### src/rtl/midi_pkg.sv
// Shared MIDI definitions: receiver state encoding, bit-timing helpers and
// protocol constants used by the receiver and the controller.
package midi_pkg;

  localparam int unsigned MIDI_BAUD = 31_250;
  localparam logic [7:0] MIDI_STATUS_MASK = 8'h80;

  typedef enum logic [2:0] {
    IDLE  = 3'd0,
    START = 3'd1,
    DATA  = 3'd2,
    STOP  = 3'd3,
    BREAK = 3'd4
  } rx_state_e;

  // Clock cycles per serial bit (integer division).
  function automatic int unsigned bit_cycles(input int unsigned clock_hz,
                                             input int unsigned baud);
    return clock_hz / baud;
  endfunction

  // Clock cycles from the start-bit edge to the middle of the start bit.
  function automatic int unsigned half_cycles(input int unsigned clock_hz,
                                              input int unsigned baud);
    return bit_cycles(clock_hz, baud) / 2;
  endfunction

endpackage

### src/rtl/midi_sync.sv
// Generic two-flop synchronizer for a single asynchronous input, with a
// selectable reset value so idle-high lines come out of reset as idle.
module midi_sync #(
  parameter logic RESET_VAL = 1'b0
) (
  input  logic clk,
  input  logic rst_n,
  input  logic d,
  output logic q
);

  logic meta;

  // NOTE: sequential state uses non-blocking assignments so both stages
  // update from their pre-edge values and the pipeline really is two deep.
  always_ff @(posedge clk or negedge rst_n) begin
    if (!rst_n) begin
      meta <= RESET_VAL;
      q    <= RESET_VAL;
    end else begin
      meta <= d;
      q    <= meta;
    end
  end

endmodule

### src/rtl/midi_uart_rx.sv
// MIDI 8N1 receiver: synchronizes the raw input line, samples each bit at
// mid-period and emits one-cycle data_valid / framing_err strobes.
module midi_uart_rx
  import midi_pkg::*;
#(
  parameter int unsigned CLOCK = 12_000_000,
  parameter int unsigned BAUD  = MIDI_BAUD
) (
  input  logic       clk,
  input  logic       rst_n,
  input  logic       rx,
  output logic [7:0] data,
  output logic       data_valid,
  output logic       framing_err,
  output logic       busy
);

  localparam int unsigned BIT  = bit_cycles(CLOCK, BAUD);
  localparam int unsigned HALF = half_cycles(CLOCK, BAUD);
  localparam int unsigned CW   = $clog2(BIT);

  localparam logic [CW-1:0] HALF_LAST = CW'(HALF - 1);
  localparam logic [CW-1:0] BIT_LAST  = CW'(BIT - 1);

  generate
    if (BIT < 4) begin : g_bit_too_short
      $error("midi_uart_rx: CLOCK/BAUD must be at least 4");
    end
  endgenerate

  logic            rxs;
  rx_state_e       state;
  logic [CW-1:0]   cnt;
  logic [2:0]      bit_idx;
  logic [7:0]      shreg;

  midi_sync #(
    .RESET_VAL (1'b1)
  ) u_sync (
    .clk   (clk),
    .rst_n (rst_n),
    .d     (rx),
    .q     (rxs)
  );

  always_ff @(posedge clk or negedge rst_n) begin
    if (!rst_n) begin
      state       <= IDLE;
      cnt         <= '0;
      bit_idx     <= '0;
      shreg       <= '0;
      data        <= 8'h00;
      data_valid  <= 1'b0;
      framing_err <= 1'b0;
      busy        <= 1'b0;
    end else begin
      // NOTE: strobes default low every cycle so each pulse lasts exactly one
      // cycle and no path leaves them holding a stale value.
      data_valid  <= 1'b0;
      framing_err <= 1'b0;

      case (state)
        IDLE: begin
          cnt <= '0;
          if (!rxs) begin
            state <= START;
            busy  <= 1'b1;
          end
        end

        START: begin
          if (cnt == HALF_LAST) begin
            cnt <= '0;
            if (rxs) begin
              // Line went back high before mid-start: a glitch, not a frame.
              state <= IDLE;
              busy  <= 1'b0;
            end else begin
              state   <= DATA;
              bit_idx <= '0;
            end
          end else begin
            cnt <= cnt + 1'b1;
          end
        end

        DATA: begin
          if (cnt == BIT_LAST) begin
            cnt     <= '0;
            shreg   <= {rxs, shreg[7:1]};
            bit_idx <= bit_idx + 3'd1;
            if (bit_idx == 3'd7) begin
              state <= STOP;
            end
          end else begin
            cnt <= cnt + 1'b1;
          end
        end

        STOP: begin
          if (cnt == BIT_LAST) begin
            cnt <= '0;
            if (rxs) begin
              data       <= shreg;
              data_valid <= 1'b1;
              state      <= IDLE;
              busy       <= 1'b0;
            end else begin
              framing_err <= 1'b1;
              state       <= BREAK;
            end
          end else begin
            cnt <= cnt + 1'b1;
          end
        end

        BREAK: begin
          // A held-low line reports once, then waits silently for idle.
          if (rxs) begin
            cnt   <= '0;
            state <= IDLE;
            busy  <= 1'b0;
          end else begin
            cnt <= cnt + 1'b1;
          end
        end

        default: begin
          cnt   <= '0;
          state <= IDLE;
          busy  <= 1'b0;
        end
      endcase
    end
  end

endmodule

### config.mk
export PLATFORM = sky130hd
export DESIGN_NAME = midi_uart_rx
export DESIGN_NICKNAME = d
export VERILOG_FILES = /design/src/rtl/midi_pkg.sv /design/src/rtl/midi_sync.sv /design/src/rtl/midi_uart_rx.sv
export SDC_FILE = /design/constraint.sdc
export NUM_CORES = 1
export LEC_CHECK = 0
export ABC_AREA = 1
export CAP_MARGIN = 15
export CORE_MARGIN = 5
export CORE_UTILIZATION = 64
export CTS_BUF_LIST = sky130_fd_sc_hd__clkbuf_8
export DETAILED_ROUTE_END_ITERATION = 12
export PLACE_DENSITY_LB_ADDON = 0.05
export SYNTH_ARGS = -nofsm -noshare
export SYNTH_HDL_FRONTEND = slang
export SYNTH_SLANG_ARGS = --single-unit
### constraint.sdc
create_clock -name clk -period 3.15 [get_ports clk]
set_input_delay 0.4725 -clock clk [delete_from_list [all_inputs] [get_ports clk]]
set_output_delay 0.4725 -clock clk [all_outputs]
set_load 0.01 [all_outputs]
Word-level counts from Yosys, hierarchy flattened
Index checks and enable logic that the tools add are counted. W data, S select, Z words.

Bits in registers: 36. Input port bits: 3. Output and inout port bits: 11. Logic and storage cells: 63.

Add/subtract/negate cells: 2. Equal/unequal tests: 14. Multiplexer cells: 28. Bitwise gates (word level): 1. Reductions and logical operators: 8.

Operators by type and width (count): $mux W3 (10); $mux W9 (3); $pmux W9 S3 (1); $pmux W3 S5 (1); $ne A2 B2 Y1 const B (6); $mux W1 (10); $add A9 B1 Y9 const B (1); $eq A9 B8 Y1 const B (1); $eq A9 B9 Y1 const B (1); $reduce_and A4 Y1 (2); $eq A3 B2 Y1 const B (2); $eq A3 B3 Y1 const B (2); $pmux W3 S2 (1); $reduce_and A6 Y1 (1); $pmux W1 S5 (1); $add A3 B1 Y3 const B (1); $eq A3 B1 Y1 const B (1); $logic_not A3 Y1 (1); $reduce_and A3 Y1 (1); $mux W2 (1); $ne A2 B1 Y1 const B (1); $reduce_and A2 Y1 (1); $reduce_bool A2 Y1 (1); $reduce_or A2 Y1 (1); $not A1 Y1 (1).

Depth between registers and ports, before layout
Gate-level depths: netlist of run 1.

Depth in word-level cells: 4. Gate-level depth with buffers: 9. Gate-level depth less buffers: 9.

Modules after synthesis
From an unflattened synthesis of run 1, not the netlist that was laid out.

Cell total of the unflattened synthesis: 201. Area total of the unflattened synthesis: 1736.7 um^2.

By module, submodules not included: midi_uart_rx (times used 1, cells each 199, area each 1684.1 um^2, sequential area each 850.8 um^2); midi_sync (times used 1, cells each 2, area each 52.6 um^2, sequential area each 52.6 um^2).

Least setup slack after synthesis of run 1
No wires, ideal clock.

Path kind: reg2reg. Start: reg cnt[0]. End: reg state[1]. Setup time: 0.119 ns. Data arrival time: 1.336 ns. Required time: 3.031 ns. Slack: 1.695 ns. Stages on the path, launching flop included: 10. Period minus slack after synthesis: 1.455 ns. Cell sequence: dfrtp_1 -> ha_1 -> nand3_2 -> nor2_4 -> nand2_1 -> nand2_2 -> buf_6 -> nand3_4 -> nor2_2 -> nor2_1.

Word-level cells in the longest chain between the ends: 3.

RTL lines: start: declaration (RTL line midi_uart_rx.sv:33) `logic [CW-1:0] cnt;`; start signal: assignment (RTL line midi_uart_rx.sv:83) `cnt <= cnt + 1'b1;`; start signal: assignment (RTL line midi_uart_rx.sv:96) `cnt <= cnt + 1'b1;`; start signal: assignment (RTL line midi_uart_rx.sv:113) `cnt <= cnt + 1'b1;`; $eq A9 B9 Y1 or $eq A9 B8 Y1 (tied branches) (RTL line midi_uart_rx.sv:88, midi_uart_rx.sv:101, midi_uart_rx.sv:72); $ne A2 B2 Y1 (no source line); $reduce_and A6 Y1 (no source line) *; end signal: assignment (RTL line midi_uart_rx.sv:93) `state <= STOP;`; end signal: assignment (RTL line midi_uart_rx.sv:106) `state <= IDLE;`; end signal: assignment (RTL line midi_uart_rx.sv:110) `state <= BREAK;`; end: declaration (RTL line midi_uart_rx.sv:32) `rx_state_e state;`.

Every way passes the cells marked *; elsewhere a longest branch is shown, timed or not. A chain may end at the register's enable or synchronous reset.

Final worst setup path of run 1
Start: reg data[6]. End: out data[6].

RTL lines: start: declaration (RTL line midi_uart_rx.sv:12) `output logic [7:0] data,`; start signal: assignment (RTL line midi_uart_rx.sv:104) `data <= shreg;`.

No word-level cell between the ends.

==> impl_results.md, run 1 <==
- Initial DRC count: 68
- Final Skew: roughly 7.3 ps
- CP top delay family: buffers and inverters
- Hold Crit Endpoint: u_sync.q
- Largest net degree at the start of global routing: 37
- CTS sink count: 36
- Synth warn: 0
- Avg Synthesized Cell Area: approximately 9.4 sq um
- Final #Nets: between 200 and 250
- Via count: around 1,200
- # diodes: 0
- Number of port buffers: 13
- Minimum clock period: roughly 1700 ps
- Hold Crit Depth: 0
- Synth Area in Compound Gates: 10.2%
- HPWL Detailed: 2080 um
- Initial antenna violation count: 0
- Worst setup margin: ~1500 ps
- XOR/XNOR share of the synthesized area: 1.99%
- Final Cycle Share: between 50% and 60%
- Die Area: 0.00390 sq mm
- Worst setup path class: flop to output pin
- CP required: ~2700 ps
- Pwr Total: roughly 0.86 mW
- Root buf cell: clkbuf_8
- Final WL: between 2000 and 3000 um
- Largest stage delay on the critical path: 540 ps
- Worst-margin pin slew: roughly 430 ps
- Sequential element share of the synthesized area: between 50% and 60%
- CTS buffer count: 5
- FF+latch area: ~900 sq um
- Clock Tree Buf Depth: 2
- Max VDD drop: roughly 450 uV
- Remaining DRCs: 0
- Mapped cell area: 0.00176 sq mm
- Cell breakdown of the critical path: clkdlybuf4s50_1
- Worst path buffer plus inverter count: 1
- Synthesis-to-finish area growth: 14.2%
- Leakage: 1.06 nW
- Worst-path cell with the longest stage delay: clkdlybuf4s50_1
- Setup Fix Bufs, Post-CTS: 0
- Max_cap viols: 0
- Critical path endpoint category: output pin
- FP Rows: 19
- RePlAce Congestion: ~0.83
- First-pass detailed-route iteration total: 4
- Reg2reg start: cnt[0]
- Worst Path Arrival: around 1200 ps
- Distinct cell type count of the synthesized netlist: 30
- Hold path start: u_sync.meta
- H-tree depth: 2
- Crit path max fanout: 2
- Io pins: 14
- Crit Reg-Reg Endpoint: bit_idx[0]
- Simple-Gate Fraction of Synth Area: between 20% and 30%
- Hold WC Path Type: flop to flop
- Die Ht: between 60 and 70 um
- Largest family of logic cells by synthesized area: simple AND/OR/NAND/NOR gates
- Slew Limit Fails: 0
- TNS Setup: 0 ps
- Post-CTS sizing: 0
- Register bit count reported by yosys: 36
- Via-to-Cell Ratio: roughly 5.2
- Fmax achieved: roughly 600 MHz
- R2R cell count: 8
- First-pass GRT wire length: roughly 5300 um
- Core area: approximately 0.0027 sq mm
- Die W: between 60 and 70 um
- Initial core utilization: 65.5%
- Layout fillers: between 200 and 250
- Vias in the first global route: around 1,200
- Post-Syn Nets: 193
- CP startpoint kind: flop
- CTS tree: done
- Synth Area in Adders: around 2.1%
- Endpoints failing hold: 0
- Status: complete, no violations
- Worst slew margin: a little under three quarters
- Clk Latency, worst-skew pair: 280 ps
- Setup-failing EPs final: 0
- Final ANT Viol Nets: 0
- Multi-input logic area: a little over 700 sq um
- Worst slack, placed: 1490 ps
- CTS Hold Bufs: 0
- GRT Util Overall: 16.6%
- R2R Setup Slk: roughly 1500 ps
- Gr ovfl total: 0
- DR WL/cell: approximately 12 um
- Mux share of post-synthesis cell area: 0%
- Power density over the cells: 428 mW/mm^2
- RSZ-0062 raised after global routing: no
- Share of cells above drive strength 1: 17.5%
- Post-synthesis cell count: 187
- Clock-pin slew on the worst setup and hold paths: 70 ps
## per-layer routing
| layer | track usage (%) | vias up | routed length [um] |
|---|---|---|---|
| met5 | 0 | - | 0 |
| met2 | 26.3 | 20 | 1330 |
| li1 | - | 630 | - |
| met3 | 4.50 | 6 | 104 |
| met1 | 21.6 | 571 | 1300 |
| met4 | 6.37 | 0 | 51 |
## per-stage QoR
stage | hold slack [ps] | util (%) | cell area (sq um) | std cells
global route | 369 | 74.8 | 2010 | 237
global placement | 345 | 70.8 | 1900 | 229
finish | 356 | 74.8 | 2010 | 237
floorplan | 177 | - | 1760 | 187
CTS | 358 | 74.8 | 2010 | 237
detailed placement | 348 | 70.8 | 1900 | 229
## layout by cell type (no fill, tap or decap), drive strengths merged
master         count
ha                 3
xor2               3
a31oi              5
nand4              3
xnor2              1
a21oi              1
clkbuf             5
clkinv             2
o21ai             19
clkdlybuf4s50     13
nor4               1
o21bai             1
nand2             47
nor3               4
dfstp              2
and2               1
nand3             15
buf                1
dfrtp             34
bufinv             1
inv               31
nor2              13
## state kept, by name, summed over array words and instances (netlist names)
name and cells:
bit_idx 3, busy 1, cnt 9, data 8
data_valid 1, framing_err 1, shreg 8, state 3
u_sync.meta 1, u_sync.q 1
## logic make-up (layout without fill, tap and decap cells)
group / count (synthesis) / after routing
compound gates: 26 / 26
xor+xnor: 4 / 4
fa+ha+maj: 3 / 3
buf+inv: 34 / 53
flops: 36 / 36
simple gates: 84 / 84
## synth_stat cells, drive strengths merged
master  number  area share (%)
a21oi        1            0.28
nand2       47              12
xnor2        1            0.50
nand4        3             1.9
xor2         3             1.5
nor3         4             1.4
buf          3             1.9
clkinv       1            0.28
inv         30             6.4
dfrtp       34              48
o21bai       1             1.1
nor4         1            0.36
dfstp        2             3.0
nor2        13             4.3
a31oi        5             1.8
o21ai       19             7.1
ha           3             2.1
and2         1            0.36
nand3       15             5.8
## power by group
part | leakage [nW] | internal (mW) | total (mW) | switching (mW)
Sequential | 0.476 | 0.465 | 0.466 | 0.00134
Clock | 0.0593 | 0.231 | 0.382 | 0.150
Combinational | 0.525 | 0.00361 | 0.0139 | 0.0103
Total | 1.06 | 0.700 | 0.862 | 0.162
## worst max path at each step
stage	from	endpoint	cells after the start
global placement	cnt[0]	data[7]	8
finish	data[6]	data[6]	1
global route	cnt[0]	bit_idx[0]	8
CTS	data[6]	data[6]	1
detailed placement	cnt[0]	bit_idx[0]	8
floorplan	cnt[0]	state[1]	9
## final cells by class
cell class	instances	area share, %
clock buffers	5	3.42
clock inverters	3	1.93
inverters	31	5.85
multi-input cells	117	35.1
flip-flops and latches	36	44.9
well taps	31	1.93
repair buffers	14	6.85
Power figures use the tool's default switching activity.
==> inputs of run 2 (changes only) <==
- CORE_UTILIZATION: 64 -> 54
- clock period: 3.15 -> 1.4 ns (I/O delays scaled with it)
==> run 2 against run 1 <==
The run now ends with setup timing left. Highest routed layer unchanged. Clock power increased by 130%. Die area increased by 15%. Sequential share of layout area decreased by 6.3 points.
==> impl_results.md, run 2 (synthesis gave the netlist of run 1 again) <==
- FP Rows: 20 (+1)
- Slew Limit Fails: 0 (unchanged)
- Clock Tree Buf Depth: 2 (unchanged)
- Layout fillers: 230 (+13%)
- Worst path buffer plus inverter count: 2 (+1)
- Worst setup path class: flop to flop
- CTS tree: done
- Final hold slack: 287 ps (-68.8 ps)
- Clock-pin slew on the worst setup and hold paths: 70 ps (about the same)
- Share of cells above drive strength 1: 34.3% (+17 points)
- Number of flip-flops in the largest register: 9 (unchanged)
- Worst slack, placed: -113 ps (-1610 ps)
- Minimum clock period: between 1000 and 1500 ps
- R2R Setup Slk: -60 ps (-1550 ps)
- Multi-input logic area: 796 sq um (+13%)
- CTS sink count: 36 (unchanged)
- Leakage: 1.24 nW (+17%)
- Crit Reg-Reg Endpoint: shreg[5]
- Reg2reg start: cnt[0]
- GRT Util Overall: 18.0% (+1.4 points)
- First-pass GRT wire length: 5950 um (+13%)
- First-pass detailed-route iteration total: 4 (unchanged)
- Largest net degree at the start of global routing: 37 (unchanged)
- Failing checks: setup timing
- RePlAce Congestion: 0.838 (+0.93%)
- Cell breakdown of the critical path: ha_4 > nand3_4 > nor2_4 > nand2_4 > nor2_8 > buf_12 > nand2_1 > o21ai_2 > inv_1
- Largest regs: cnt: 9 flops, data: 8 flops, shreg: 8 flops
- CP startpoint kind: flop
- Root buf cell: clkbuf_8
- Clk Latency, worst-skew pair: 290 ps (about the same)
- Worst-margin pin slew: 285 ps (-147 ps)
- FF+latch area: 906 sq um (+0.28%)
- # diodes: 0 (unchanged)
- Final Cycle Share: 105%
- Via count: 1,322 (+7.7%)
- Worst slew margin: 80.9% (+9.7 points)
- RSZ-0062 raised after global routing: yes
- Synthesis-to-finish area growth: 33.2%
- Setup-failing EPs final: 28 (+28)
- Worst Path Arrival: 1650 ps (+450 ps)
- Die Area: 0.00450 sq mm (+15%)
- Vias in the first global route: 1,341 (+13%)
- Number of port buffers: 13 (unchanged)
- Largest stage delay on the critical path: 400 ps (-140 ps)
- CP top delay family: simple AND/OR/NAND/NOR gates
- CTS buffer count: 5 (unchanged)
- R2R cell count: 9 (+1)
- Worst-path cell with the longest stage delay: dfrtp_1
- Largest Register: cnt
- Power density over the cells: 842 mW/mm^2 (+96%)
- Core area: 0.00308 sq mm (+15%)
- HPWL Detailed: 2390 um (+15%)
- DR WL/cell: 12.5 um (+6.8%)
- Initial DRC count: 62 (-8.8%)
- Gr ovfl total: 0 (unchanged)
- Crit path max fanout: 9 (+7)
- H-tree depth: 2 (unchanged)
- Max_cap viols: 0 (unchanged)
- Critical path endpoint category: flop
- Status: finished with violations
- Worst setup margin: -63.9 ps (-1550 ps)
- Final Skew: 4.75 ps (-2.58 ps)
- Io pins: 14 (unchanged)
- Initial antenna violation count: 0 (unchanged)
- Max VDD drop: 747 uV (+65%)
- Die W: 67.1 um (+7.4%)
- Hold WC Path Type: input pin to async pin
- CTS Hold Bufs: 0 (unchanged)
- Final #Nets: 235 (+11%)
- Fmax achieved: 683 MHz
- Initial core utilization: 57.2% (-8.3 points)
- Endpoints failing hold: 0 (unchanged)
- Via-to-Cell Ratio: 4.82 (-6.8%)
- Most frequent cells in the layout: 32 x nand2_1, 32 x dfrtp_1, 30 x inv_1
- CP required: 1590 ps (-1090 ps)
- Final WL: 3440 um (+23%)
- Final ANT Viol Nets: 0 (unchanged)
- Die Ht: 67.1 um (+7.4%)
- Remaining DRCs: 0 (unchanged)
## run 2: cell count changes in the layout (fill, tap and decap cells not counted), sizes merged
cell           change
buf               +24
dlygate4sd2        +8
clkdlybuf4s50      -9
dlymetal6s2s       +1
## run 2: repair_timing
action,CTS,global route
gates resized for setup,19,16
buffers inserted,5,2
endpoints found under the setup margin,39,34
pin swaps,2,3
## run 2: per-layer routing
layer  vias up  wire, um  GRT usage [%]
met5         -         0              0
met4         0        53           7.59
met3         7       152           5.73
met2        26      1730           29.1
met1       615      1500           21.9
li1        674         -              -
## run 2: worst max-delay path by stage
stage / cells past startpoint / slack [ps] / end / startpoint
2_1_floorplan: 9 / -40 / state[1] / cnt[0]
3_3_place_gp: 8 / -40 / bit_idx[0] / cnt[1]
3_5_place_dp: 8 / -110 / bit_idx[0] / cnt[1]
4_1_cts: 9 / -80 / shreg[3] / cnt[1]
5_1_grt: 8 / -160 / state[1] / cnt[0]
6_report: 9 / -60 / shreg[5] / cnt[0]
## run 2: report_power, final
group          internal [mW]  switching, mW  leakage [nW]
sequential              1.04        0.00121         0.473
combinational         0.0156         0.0275         0.711
clock                  0.521          0.364        0.0593
total                   1.58          0.392          1.24
## run 2: metrics by stage
step | cells | TNS [ps] | cell area [sq um] | utilization (%) | power (mW)
5_1_grt | 274 | -3550 | 2340 | 76.2 | 2.06
3_3_place_gp | 259 | -452 | 2100 | 68.1 | 1.11
6_report | 274 | -1000 | 2340 | 76.2 | 1.97
4_1_cts | 272 | -665 | 2270 | 73.8 | 2.00
3_5_place_dp | 259 | -1520 | 2100 | 68.1 | 1.11
2_1_floorplan | 187 | -126 | 1780 | - | 1.07
## run 2: cell type report
class	instances	area share, %
Clock buffer	5	2.93
Clock inverter	3	1.65
Inverter	31	5.18
Multi-Input combinational cell	117	33.9
Sequential cell	36	38.6
Tap cell	44	2.35
Timing Repair Buffer	38	15.3
==> inputs of run 3 (changes only) <==
- CORE_ASPECT_RATIO: unset -> 1.75
- SLEW_MARGIN: unset -> 40
==> run 3 against run 2 <==
Combinational power up 5.8%. Sequential share of layout area shrank 2.9 points. Core utilization increased by 4.5 points. Non-clock buffer count increased by 13. The flow still finishes with violations (setup timing). Register-to-register slack worse by 80 ps. Setup slack got worse by 83 ps. Global-route usage grew 2.7 points. Die area increased by 1.0%. Critical path type unchanged. Hold slack improved by 3.2 ps. Maximum frequency down 5.4%. Critical path depth grew 1. Clock skew increased by 4.9 ps.
==> impl_results.md, run 3 (synthesis gave the netlist of run 1 again) <==
- H-tree depth: 2 (unchanged)
- Final #Nets: 248 (+5.5%)
- Reg2reg start: cnt[1]
- Worst Path Arrival: 1730 ps (+80 ps)
- Finished Layout Cells: 286 (+4.4%)
- Die Area: 0.00455 sq mm (+1.0%)
- GRT Util Overall: 20.7% (+2.7 points)
- Worst setup margin: -147 ps (-83.4 ps)
- Initial antenna violation count: 0 (unchanged)
- Largest net degree at the start of global routing: 37 (unchanged)
- Initial core utilization: 56.0% (-1.2 points)
- CTS buffer count: 5 (unchanged)
- Commonest non-fill, non-tap cell in the layout: dfrtp_1
- Crit path max fanout: 4 (-5)
- R2R Setup Slk: -150 ps (-80 ps)
- Worst Setup SP: cnt[1]
- Gr ovfl total: 0 (unchanged)
- Worst-margin pin slew: 333 ps (+48.1 ps)
- Die Ht: 85.5 um (+27%)
- Placed insts: 265 (+2.3%)
- Leakage: 1.37 nW (+9.9%)
- CP endpoint: shreg[2]
- CP startpoint kind: flop
- Final Skew: 9.67 ps (+4.91 ps)
- CTS tree: done
- Critical path endpoint category: flop
- Die W: 53.2 um (-21%)
- Io pins: 14 (unchanged)
- Slew Limit Fails: 0 (unchanged)
- HPWL Detailed: 2740 um (+15%)
- Setup-failing EPs final: 31 (+11%)
- Most frequent cells in the layout: 33 x dfrtp_1, 31 x inv_1, 27 x buf_4
- Max VDD drop: 882 uV (+18%)
- Max_cap viols: 0 (unchanged)
- CTS sink count: 36 (unchanged)
- Final WL: 4270 um (+24%)
- Remaining DRCs: 0 (unchanged)
- Power density over the cells: 725 mW/mm^2 (-14%)
- Clk Latency, worst-skew pair: 290 ps (about the same)
- Failing checks: setup timing
- Clock Tree Buf Depth: 2 (unchanged)
- Root buf cell: clkbuf_8
- # diodes: 0 (unchanged)
- Crit Reg-Reg Endpoint: shreg[2]
- Share of cells above drive strength 1: 39.9% (+5.6 points)
- Worst setup path class: flop to flop
- Number of port buffers: 13 (unchanged)
- Minimum clock period: 1550 ps (+83.4 ps)
- Worst slew margin: 77.7% (-3.3 points)
- Status: finished with violations
- Via-to-Cell Ratio: 5.08 (+5.4%)
- Post-route cell area: 0.00253 sq mm (+8.1%)
- DP Area: 0.00215 sq mm (+2.4%)
- RePlAce Congestion: 0.772 (-7.9%)
- CTS Hold Bufs: 0 (unchanged)
- Synthesis-to-finish area growth: 44.0%
- Final Cycle Share: 111% (+6.0 points)
- Worst slack, placed: -142 ps (-29.3 ps)
- First-pass detailed-route iteration total: 4 (unchanged)
- Largest Register: cnt
- Endpoints failing hold: 0 (unchanged)
- Vias in the first global route: 1,549 (+16%)
- Via count: 1,454 (+10%)
- Fmax achieved: 646 MHz (-5.4%)
- CP required: 1580 ps (about the same)
- Core area: 0.00314 sq mm (+2.1%)
- Final ANT Viol Nets: 0 (unchanged)
- Number of flip-flops in the largest register: 9 (unchanged)
- FP Rows: 27 (+35%)
- RSZ-0062 raised after global routing: yes
- Largest regs: cnt: 9 flops, data: 8 flops, shreg: 8 flops
- DR WL/cell: 14.9 um (+19%)
- Clock-pin slew on the worst setup and hold paths: 70 ps (about the same)
- First-pass GRT wire length: 7000 um (+18%)
- R2R cell count: 10 (+1)
- Hold WC Path Type: input pin to async pin
- Initial DRC count: 10 (-84%)
-- run 3: repair_timing --
| item | 4_1_cts | 5_1_grt |
|---|---|---|
| gates resized for setup | 27 | 31 |
| pin swaps | 7 | 4 |
| setup buffers | 9 | 3 |
| cloned | 0 | 1 |
| endpoints found under the setup margin | 35 | 39 |
-- run 3: metrics by stage --
step                util [%]  total power, mW  TNS [ps]  hold slack, ps
detailed placement      68.3             1.11     -2470             347
floorplan                  -             1.07      -126           -85.6
finish                  80.7             1.84     -3120             291
CTS                     75.6             1.85     -1610             303
global route            80.7             1.91     -5780             309
global placement        68.3             1.11     -1080             347
-- run 3: how the worst min path moves through the flow --
stage,to,cells past startpoint
6_report,cnt[5],2
5_1_grt,state[2],2
4_1_cts,cnt[5],2
3_5_place_dp,u_sync.q,0
2_1_floorplan,bit_idx[0],0
3_3_place_gp,u_sync.q,0
-- run 3: final cells by class --
class	instances	area, sq um
Tap cell	43	53.8
Clock inverter	2	7.51
Inverter	31	126
Sequential cell	36	905
Clock buffer	6	82.6
Fill cell	200	607
Timing Repair Buffer	51	499
Multi-Input combinational cell	117	861
-- run 3: metal layers --
metal  wire [um]  track usage (%)  part of all wire [%]
met5           0                0                     0
met4         136             10.2                   3.2
met3         103             4.00                   2.4
met2        2540             37.4                    59
met1        1490             21.8                    35
-- run 3: critical path, cell delays in order, from the launching register on --
cell     delay (ps)
dfrtp_1         400
ha_4            170
nand3_4          90
nor2_4          150
buf_6           130
nand2_8          70
nor2_8          120
buf_6           140
nand2_2          50
o21ai_1          70
inv_1            50
-- run 3: where the power goes --
part | internal, mW | total (mW) | switching [mW] | leakage, nW
Combinational | 0.0174 | 0.0456 | 0.0283 | 0.838
Sequential | 1.05 | 1.05 | 0.00135 | 0.474
Clock | 0.386 | 0.747 | 0.360 | 0.0538
Total | 1.45 | 1.84 | 0.390 | 1.37
